`config.mk`:
```
export PLATFORM = sky130hd
export DESIGN_NAME = alu_core_flat
export DESIGN_NICKNAME = d
export VERILOG_FILES = /design/src/rtl/alu_pkg.sv /design/src/rtl/alu_if.sv /design/src/rtl/alu_comb.sv /design/src/rtl/alu_core.sv /design/src/flat_wrapper.sv
export SDC_FILE = /design/constraint.sdc
export NUM_CORES = 1
export LEC_CHECK = 0
export CAP_MARGIN = 20
export CORE_ASPECT_RATIO = 0.6
export CORE_UTILIZATION = 50
export CTS_CLUSTER_SIZE = 16
export DETAILED_ROUTE_END_ITERATION = 6
export PLACE_DENSITY = 0.78
export SLEW_MARGIN = 20
export SYNTH_ARGS = -nofsm -noshare
export SYNTH_HDL_FRONTEND = slang
export SYNTH_HIERARCHICAL = 1
export SYNTH_SLANG_ARGS = --single-unit
```
`constraint.sdc`:
```
create_clock -name clk -period 6.6 [get_ports clk]
set_input_delay 0.66 -clock clk [delete_from_list [all_inputs] [get_ports clk]]
set_output_delay 0.66 -clock clk [all_outputs]
set_load 0.05 [all_outputs]
```
`src/rtl/alu_pkg.sv`:
```
// rtl/alu_pkg.sv - shared ALU opcode constants and datapath width
package alu_pkg;

  localparam int WIDTH = 32;

  localparam logic [1:0] ALU_ADD = 2'b00;
  localparam logic [1:0] ALU_SUB = 2'b01;
  localparam logic [1:0] ALU_OR  = 2'b10;
  localparam logic [1:0] ALU_LUI = 2'b11;

endpackage

```
`src/rtl/alu_if.sv`:
```
// rtl/alu_if.sv - operand/result bundle between issue logic and the ALU
interface alu_if #(
  parameter int WIDTH = alu_pkg::WIDTH
);
  import alu_pkg::*;

  logic [WIDTH-1:0] a;
  logic [WIDTH-1:0] b;
  logic [1:0]       op;
  logic             in_valid;
  logic             zero;
  logic [WIDTH-1:0] aluout;
  logic             out_valid;

  modport master (
    output a, b, op, in_valid,
    input  zero, aluout, out_valid
  );

  modport slave (
    input  a, b, op, in_valid,
    output zero, aluout, out_valid
  );

endinterface

```
`src/rtl/alu_comb.sv`:
```
// rtl/alu_comb.sv - combinational add/sub/or/lui datapath with zero detect
module alu_comb #(
  parameter int WIDTH = alu_pkg::WIDTH
) (
  input  logic [WIDTH-1:0] a,
  input  logic [WIDTH-1:0] b,
  input  logic [1:0]       op,
  output logic [WIDTH-1:0] result,
  output logic             result_zero
);
  import alu_pkg::*;

  always_comb begin
    result = '0;
    unique case (op)
      ALU_ADD: result = a + b;
      ALU_SUB: result = a - b;
      ALU_OR:  result = a | b;
      ALU_LUI: result = WIDTH'({b[15:0], 16'h0000});
      default: result = '0;
    endcase
  end

  // a - b is zero exactly when a == b, so beq reuses this flag
  assign result_zero = (result == '0);

endmodule

```
`src/rtl/alu_core.sv`:
```
// rtl/alu_core.sv - registered ALU stage: one-cycle latency, fully pipelined
module alu_core #(
  parameter int WIDTH = alu_pkg::WIDTH
) (
  input  logic  clk,
  input  logic  reset,
  alu_if.slave  bus
);
  import alu_pkg::*;

  logic [WIDTH-1:0] result;
  logic             result_zero;
  logic [WIDTH-1:0] aluout_q;
  logic             zero_q;
  logic             valid_q;

  alu_comb #(.WIDTH(WIDTH)) u_comb (
    .a           (bus.a),
    .b           (bus.b),
    .op          (bus.op),
    .result      (result),
    .result_zero (result_zero)
  );

  // Result and flag hold across idle cycles; only the valid bit tracks in_valid
  always_ff @(posedge clk) begin
    if (reset) begin
      aluout_q <= '0;
      zero_q   <= 1'b1;
      valid_q  <= 1'b0;
    end else begin
      valid_q <= bus.in_valid;
      if (bus.in_valid) begin
        aluout_q <= result;
        zero_q   <= result_zero;
      end
    end
  end

  assign bus.aluout    = aluout_q;
  assign bus.zero      = zero_q;
  assign bus.out_valid = valid_q;

endmodule

```
`src/flat_wrapper.sv`:
```
// flat-port wrapper written by rule: the top's interface ports become plain ports
module alu_core_flat import alu_pkg::*;
#(
  parameter int WIDTH = alu_pkg::WIDTH
)
  (clk, reset, bus_a, bus_b, bus_op, bus_in_valid, bus_zero, bus_aluout, bus_out_valid);
  alu_if #(.WIDTH(WIDTH)) bus_i ();
  input  logic clk;
  input  logic reset;
  input wire logic [$bits(bus_i.a)-1:0] bus_a;
  input wire logic [$bits(bus_i.b)-1:0] bus_b;
  input wire logic [$bits(bus_i.op)-1:0] bus_op;
  input wire logic [$bits(bus_i.in_valid)-1:0] bus_in_valid;
  output wire logic [$bits(bus_i.zero)-1:0] bus_zero;
  output wire logic [$bits(bus_i.aluout)-1:0] bus_aluout;
  output wire logic [$bits(bus_i.out_valid)-1:0] bus_out_valid;
  assign bus_i.a = bus_a;
  assign bus_i.b = bus_b;
  assign bus_i.op = bus_op;
  assign bus_i.in_valid = bus_in_valid;
  assign bus_zero = bus_i.zero;
  assign bus_aluout = bus_i.aluout;
  assign bus_out_valid = bus_i.out_valid;
  alu_core #(.WIDTH(WIDTH)) u_core (.clk(clk), .reset(reset), .bus(bus_i));
endmodule
```
# After elaboration in Yosys (flattened, before gate mapping)
# Cells that the tools add are included.
# Widths: inputs -> output; s select.
# op_classes
n_addsub,2
n_eq_ne,3
mux,1
bitwise,1
reduce_logical,2
# ops
operator,n
$pmux 32 s4,1
$add 32x32->32,1
$logic_not 32->1,1
$or 32x32->32,1
$sub 32x32->32,1
$eq 2x2->1 const B,2
$eq 2x1->1 const B,1
$logic_not 2->1,1
# word_totals
ff_bits,34
output_inout_bits,34
word_cells,12

# Longest topological paths before layout
# Gate-level depths: netlist of the first run.
# logic_depth
ltp_word,3
mapped_depth,23
ltp_nobuf,20

# Hierarchy
# The synthesis of the first run kept the hierarchy.
# modules_own_cells
module,n_inst,cells_each,area_each_um2,seq_area_each_um2
alu_comb,1,510,3278.1,0.0
alu_core,1,109,1231.2,680.7

# Worst setup path before layout of the first run
# OpenSTA, ideal clock, no wires.
# synth_timing
path_type,input-to-reg
startpoint,input bus_op[1]
endpoint,register u_core.zero_q (netlist: u_core/bus.zero)
setup_time_ns,0.058
t_arrival_ns,5.898
required_time_ns,6.542
path_slack_ns,0.644
path_stages,22
n_path_buf,7
cell_sequence,buf_2 clkbuf_1 buf_4 buf_2 buf_4 buf_4 nor2_1 clkbuf_1 nor2_1 xnor2_1 ha_1 nor3b_1 a31oi_1 o211ai_1 or4_1 nor4_2 or4b_1 or4_1 or4_1 or4b_1 nor4_1 a211o_1
# synth_via
elab_chain_len,3
word_cells_on_any_way,6
# synth_lines
element,line,text
start: declaration,flat_wrapper.sv:12,input wire logic [$bits(bus_i.op)-1:0] bus_op;
$eq 2x2->1 (tied with other cells),alu_comb.sv:15,unique case (op)
$pmux 32 s4 *,alu_comb.sv:15,
net u_core.result[3],alu_core.sv:11,logic [WIDTH-1:0] result;
$logic_not 32->1 *,alu_comb.sv:25,assign result_zero = (result == '0);
net u_core.result_zero,alu_core.sv:12,logic result_zero;
end signal: assignment,alu_core.sv:35,zero_q <= result_zero;
end: declaration,alu_core.sv:14,logic zero_q;
# The timed path passes the listed nets; every way through them passes the cells marked *.
# A chain may end at the register's enable or synchronous reset.

# Worst setup path after layout of the first run
# layout_timing
startpoint,input bus_b[5]
endpoint,register u_core.zero_q (netlist: u_core/bus.zero)
# layout_via
elab_chain_len,3
word_cells_on_any_way,5
# layout_lines
element,line,text
start: declaration,flat_wrapper.sv:11,input wire logic [$bits(bus_i.b)-1:0] bus_b;
$sub 32x32->32 / $add 32x32->32 (equally long branches),"alu_comb.sv:17, alu_comb.sv:16",
$pmux 32 s4 *,alu_comb.sv:15,
net u_core.result[15],alu_core.sv:11,
$logic_not 32->1 *,alu_comb.sv:25,
net u_core.result_zero,alu_core.sv:12,
# Marks and branches as above.

==> metrics.cfg, run 1 <==
[logic_synthesis]
ys.flop_type=dfxtp_1
synth_common_cells=nor2_1 (82), a21oi_1 (46), o21ai_0 (44)
synth_edf_count=0
synth_cells=619
synth_top_area_frac=0.151
synthArstFlopShare=0
synth-simple-area-share=0.227
yosys.area_share.adder=0.0960
synth_mux_area_frac=0.0757
synthXorXnorAreaFrac=0.0952
seq_area_frac_synth=0.151
synth_cell_type_count=61
synth_area_leader_cell=dfxtp_1
synth_top_family_by_area=compound AO/OA/AOI/OAI gates
syn_area_mm2=0.00451
synth_warnings=6
synth_compound_area_frac=0.296
synth.most_common_cell=nor2_1
synth_fp_nets=722
synth_seq_cells=34
synth_area_leaders=dfxtp_1 (15%), ha_1 (9.2%), mux2i_1 (7.3%)
synth_area_per_cell_um2=7.28

[floorplanning]
die_area_mm2=0.00941
die_h_um=75.6
core_area_mm2=0.00862
rows=26
initial_core_util=0.523
pin_count=103
die_w_um=125

[cts]
post_cts_buffers=0
post_cts_resized=0
cts_htree_levels=2
cts_tree=built
path_clk_slew_ns=0.05
ctsHoldBuffers=0
clockBufferDepth=2
clk_latency_ns=0.27
cts.sinks=34
numCtsBuffers=5
clockRootBuffer=clkbuf_16

[drt]
route.met3.wl_um=3040
routed.top_layer=met4
drc_errors=0
viasPerCell=6.59
wl_um=19000
wl_met2_um=6970
wl_met1_um=8680
vias=5486
wire_per_inst_um=22.8
drtPass1Iterations=6
antenna_left=0
drt-initial-drc-count=836

[setup_path]
startpoint_type=input pin
crit_buf_inv=1
crit_type=input pin to flop
crit_fanout=5
cp-end-kind=flop
worstPathRequired_ns=6.82
critPathTopFamily=simple AND/OR/NAND/NOR gates
slowest_delay_ns=0.54
cp_cell_sequence=clkdlybuf4s50_1 > nor4_1 > and2_1 > nand2_1 > or2_2 > o41ai_1 > xor2_1 > ha_1 > a21oi_1 > o21ai_1 > or3_1 > a31oi_1 > a211oi_1 > or4b_1 > or4_1 > or4_1 > or4b_1 > nor4_1 > a211o_1
cp_data_arrival_time_ns=6.49
cpMaxStageDelayCell=or4b_1

[sta]
rsz0062_at_grt=no
finalCriticalPeriod_ns=6.28
worst_pin_slew_ns=0.952
setup-tns-final_ns=0
fin_skew_ns=0
setup_viol=0
hold_viol=0
period_share=0.951
setup_ws_ns=0.324
slew_headroom=0.360
fmax_mhz=159
finalMaxSlewViolations=0
hold_ws_ns=0.502

[flow_run]
timing.max_cap.violations=0

[layout]
antenna-diode-count=0
drive_above_1_share=0.0596
nNetsFinal=823
finalNonFillerCells=833
final.fill_count=730
syn_to_final_growth_pct=28.2

[outcome]
status=finished, final reports clean

[power]
leakage_nw=2.32
p_per_area_mw_per_mm2=201
vdd_drop_max_mv=0.232

[placement]
dp_hpwl_um=14800
port_buffers=102
gp_congestion=1.02
place_inst=825
dp_slack_ns=0.137

[global_route]
grt_max_degree=36
grt_usage=0.391
grt_overflow_total=0
grt_antenna_before_repair=0
grt_pass1_wl_um=28000
grt_pass1_vias=4892

[hold_path]
hold_class=flop to flop

==> placed cells by master (no fill, tap or decap), types with 12 or more instances in the layout <==
| cell | instances |
|---|---|
| clkdlybuf4s50_1 | 99 |
| nor2_1 | 82 |
| a21oi_1 | 46 |
| o21ai_0 | 44 |
| nand2_1 | 40 |
| dfxtp_1 | 34 |
| mux2i_1 | 33 |
| ha_1 | 33 |
| xnor2_1 | 31 |
| o211ai_1 | 24 |
| buf_4 | 23 |
| inv_1 | 20 |
| nor3_1 | 18 |
| xor2_1 | 18 |
| or3_1 | 15 |
| a31oi_1 | 14 |
| a21o_1 | 14 |
| o31ai_1 | 12 |
| o21a_1 | 12 |
==> cell families after synthesis <==
| family | after synthesis |
|---|---|
| buffers and inverters | 51 |
| XOR/XNOR | 49 |
| adder cells (fa/ha/maj) | 34 |
| multiplexers | 34 |
| AND/OR/NAND/NOR | 212 |
| AO/OA/AOI/OAI | 205 |
| flip-flops | 34 |
==> registers in the layout, summed over array words and instances (netlist names) <==
| name | flops |
|---|---|
| u_core/bus.out_valid | 1 |
| u_core/bus.aluout | 32 |
| u_core/bus.zero | 1 |
==> per-layer routing <==
layer	GRT usage	vias to the layer above
met5	0	-
li1	-	2500
met4	0.0937	0
met3	0.157	30
met1	0.565	2525
met2	0.528	431
==> where the power goes <==
group | switching (W) | leakage [nW] | internal [W]
Sequential | 0.0000135 | 0.281 | 0.000227
Clock | 0.0000836 | 0.0739 | 0.000149
Combinational | 0.000429 | 1.96 | 0.000257
==> path summary, 6_finish.rpt <==
path                         start               endpoint  slack, ns  cells after the start
max                       bus_b[5]        u_core/bus.zero       0.32                     19
max reg2reg        u_core/bus.zero        u_core/bus.zero       5.78                      2
min          u_core/bus.aluout[25]  u_core/bus.aluout[25]       0.50                      2
min reg2reg  u_core/bus.aluout[25]  u_core/bus.aluout[25]       0.50                      2
==> through the flow <==
step | total power, W | cell area, um^2 | utilization
2_1_floorplan | 0.000668 | 4510 | -
3_3_place_gp | 0.000887 | 5640 | 0.654
3_5_place_dp | 0.000893 | 5640 | 0.654
4_1_cts | 0.00113 | 5790 | 0.671
5_1_grt | 0.00120 | 5780 | 0.671
6_report | 0.00116 | 5780 | 0.671
==> area by class of cell <==
cell class | count | area, um^2 | share of cell area
multi-input cells | 534 | 3560 | 0.616
flip-flops and latches | 34 | 681 | 0.118
inverters | 20 | 75.1 | 0.0130
clock inverters | 1 | 5.00 | 0.000866
clock buffers | 7 | 143 | 0.0247
repair buffers | 125 | 1180 | 0.204
well taps | 112 | 140 | 0.0242
==> worst register-to-register path: stages (launching register included) <==
cell and delay [ns]:
dfxtp_1 0.32, nor2b_1 0.13, a211o_1 0.26
Note: power is estimated with default switching activity, not from simulation.
==> run 2: changes to the inputs <==
CAP_MARGIN = 10   (was 20)
==> results of run 2 <==
Final layout, timing and power as in run 1 (identical DEF).
==> run 3: changes to the inputs <==
CTS_BUF_LIST = sky130_fd_sc_hd__clkbuf_4 sky130_fd_sc_hd__clkbuf_8   (was default)
CTS_CLUSTER_DIAMETER = 200   (was default)
REMOVE_ABC_BUFFERS = 1   (was default)
==> run 3 against run 2 <==
  * Flip-flop and latch count did not move
  * Power fell by 5.9%
  * Non-clock buffer count fell by 3
  * Core utilization fell by 0.70 points
  * Die area did not move
  * Global-route usage fell by 2.0 points
  * Combinational power fell by 2%
  * Critical path depth did not move
  * Via count fell by 0.78%
  * Setup slack got worse by 0.031 ns
  * Critical endpoint unchanged
  * Largest cell class unchanged
==> metrics.cfg, run 3 (synthesis results as in run 1) <==
[global_route]
met2_usage=0.487  ; -0.0411
grt-busiest-layer=met1
met1_usage=0.548  ; -0.0168
grt_overflow_total=0  ; unchanged
grt_usage=0.371  ; -0.0198
grt_antenna_before_repair=0  ; unchanged
grt_pass1_wl_um=26700  ; -4.6%
grt_pass1_vias=4776  ; -2.4%
grt_max_degree=58  ; +61%
use_met3=0.148  ; -0.00913

[floorplanning]
rows=26  ; unchanged
die_h_um=75.6  ; unchanged
pin_count=103  ; unchanged
die_area_mm2=0.00941  ; unchanged
initial_core_util=0.523  ; unchanged
core_area_mm2=0.00862  ; unchanged
die_w_um=125  ; unchanged

[cts]
clockBufferDepth=2  ; unchanged
cts.sinks=34  ; unchanged
ctsHoldBuffers=0  ; unchanged
cts_htree_levels=2  ; unchanged
numCtsBuffers=5  ; unchanged
clk_latency_ns=0.28  ; about the same
clockRootBuffer=clkbuf_8
post_cts_resized=0  ; unchanged
post_cts_buffers=0  ; unchanged
cts_tree=built
path_clk_slew_ns=0.07  ; +0.02 ns

[placement]
dp_hpwl_um=14400  ; -3.0%
place_area_mm2=0.00562  ; -0.40%
gp_congestion=1.05  ; +2.6%
dp_slack_ns=0.0737  ; -0.0633 ns
port_buffers=102  ; unchanged

[layout]
drive_above_1_share=0.0571  ; -0.00254
largest_reg_flops=32  ; unchanged
mostFrequentLayoutCell=clkdlybuf4s50_1
syn_to_final_growth_pct=26.9
design_area_mm2=0.00572  ; -1.0%
antenna-diode-count=0  ; unchanged
final.fill_count=724  ; -0.82%
most-common-layout-cells=clkdlybuf4s50_1 (99), nor2_1 (82), a21oi_1 (46), o21ai_0 (44), nand2_1 (40)
nNetsFinal=820  ; -0.36%
final_util=0.664  ; -0.00697

[drt]
drt-initial-drc-count=770  ; -7.9%
antenna_left=0  ; unchanged
wire_per_inst_um=21.6  ; -5.3%
wl_um=17900  ; -5.7%
vias=5443  ; -0.78%
drtPass1Iterations=6  ; unchanged
drc_errors=0  ; unchanged
viasPerCell=6.56  ; -0.43%

[setup_path]
crit_fanout=5  ; unchanged
cp_data_arrival_time_ns=6.54  ; +0.05 ns
startpoint_type=input pin
crit_start=bus_b[5]
worstPathRequired_ns=6.83  ; about the same
crit_type=input pin to flop
cp-end-kind=flop
r2r_start=u_core/bus.zero

[power]
vdd_drop_max_mv=0.214  ; -7.7%
p_per_area_mw_per_mm2=191  ; -4.9%
power_w=0.00109  ; -5.9%
leakage_nw=2.29  ; -1.4%

[sta]
setup-tns-final_ns=0  ; unchanged
hold_viol=0  ; unchanged
fmax_mhz=159  ; -0.49%
period_share=0.956  ; +0.00467
setup_ws_ns=0.293  ; -0.0308 ns
worst_pin_slew_ns=0.963  ; +0.0113 ns
slew_headroom=0.358  ; -0.00166
fin_skew_ns=0  ; unchanged
setup_viol=0  ; unchanged
rsz0062_at_grt=no
finalCriticalPeriod_ns=6.31  ; +0.0308 ns
finalMaxSlewViolations=0  ; unchanged

[flow_run]
timing.max_cap.violations=0  ; unchanged

[outcome]
status=finished, final reports clean

[hold_path]
min_from=u_core/bus.aluout[1]
hold_class=flop to flop

run 3: cell types whose count changed in the layout (fill, tap and decap cells not counted):
| cell | change |
|---|---|
| clkbuf_8 | +7 |
| clkbuf_16 | -5 |
| buf_4 | -3 |
| clkbuf_1 | -1 |
| clkinv_2 | -1 |
run 3: layout make-up:
type,instances,area [um^2],area share
Inverter,20,75.1,0.0131
Sequential cell,34,681,0.119
Tap cell,112,140,0.0245
Clock buffer,8,110,0.0192
Timing Repair Buffer,122,1160,0.202
Multi-Input combinational cell,534,3560,0.622
run 3: metal layers:
layer  routed length, um  part of all wire
met5                   0                 0
met4                 297             0.017
met1                8300              0.46
met3                2880              0.16
met2                6450              0.36
run 3: power breakdown:
group | internal [W] | switching [W] | leakage [nW]
sequential | 0.000226 | 0.0000125 | 0.281
clock | 0.000105 | 0.0000733 | 0.0575
combinational | 0.000259 | 0.000415 | 1.95
run 3: path summary, 6_finish.rpt:
path              depth (start not counted)  slack (ns)              endpoint
hold reg to reg                           2        0.50  u_core/bus.aluout[1]
hold / removal                            2        0.50  u_core/bus.aluout[1]
setup / recovery                         19        0.29       u_core/bus.zero
setup reg to reg                          2        5.78       u_core/bus.zero
run 3: critical path, cell delays in order:
cell and delay (ns):
clkdlybuf4s50_1 0.48, nor4_1 0.43, and2_1 0.25, nand2_1 0.10
or2_2 0.36, o41ai_1 0.32, xor2_1 0.19, ha_1 0.28
a21oi_1 0.24, o21ai_1 0.15, or3_1 0.37, a31oi_1 0.19
a211oi_1 0.09, or4b_1 0.53, or4_1 0.46, or4_1 0.48
or4b_1 0.53, nor4_1 0.29, a211o_1 0.17
run 3: through the flow:
step	hold WS, ns	std cells
after floorplan	0.732	588
after global placement	0.477	822
after detailed placement	0.491	822
after global routing	0.529	830
after CTS	0.510	830
final	0.497	830
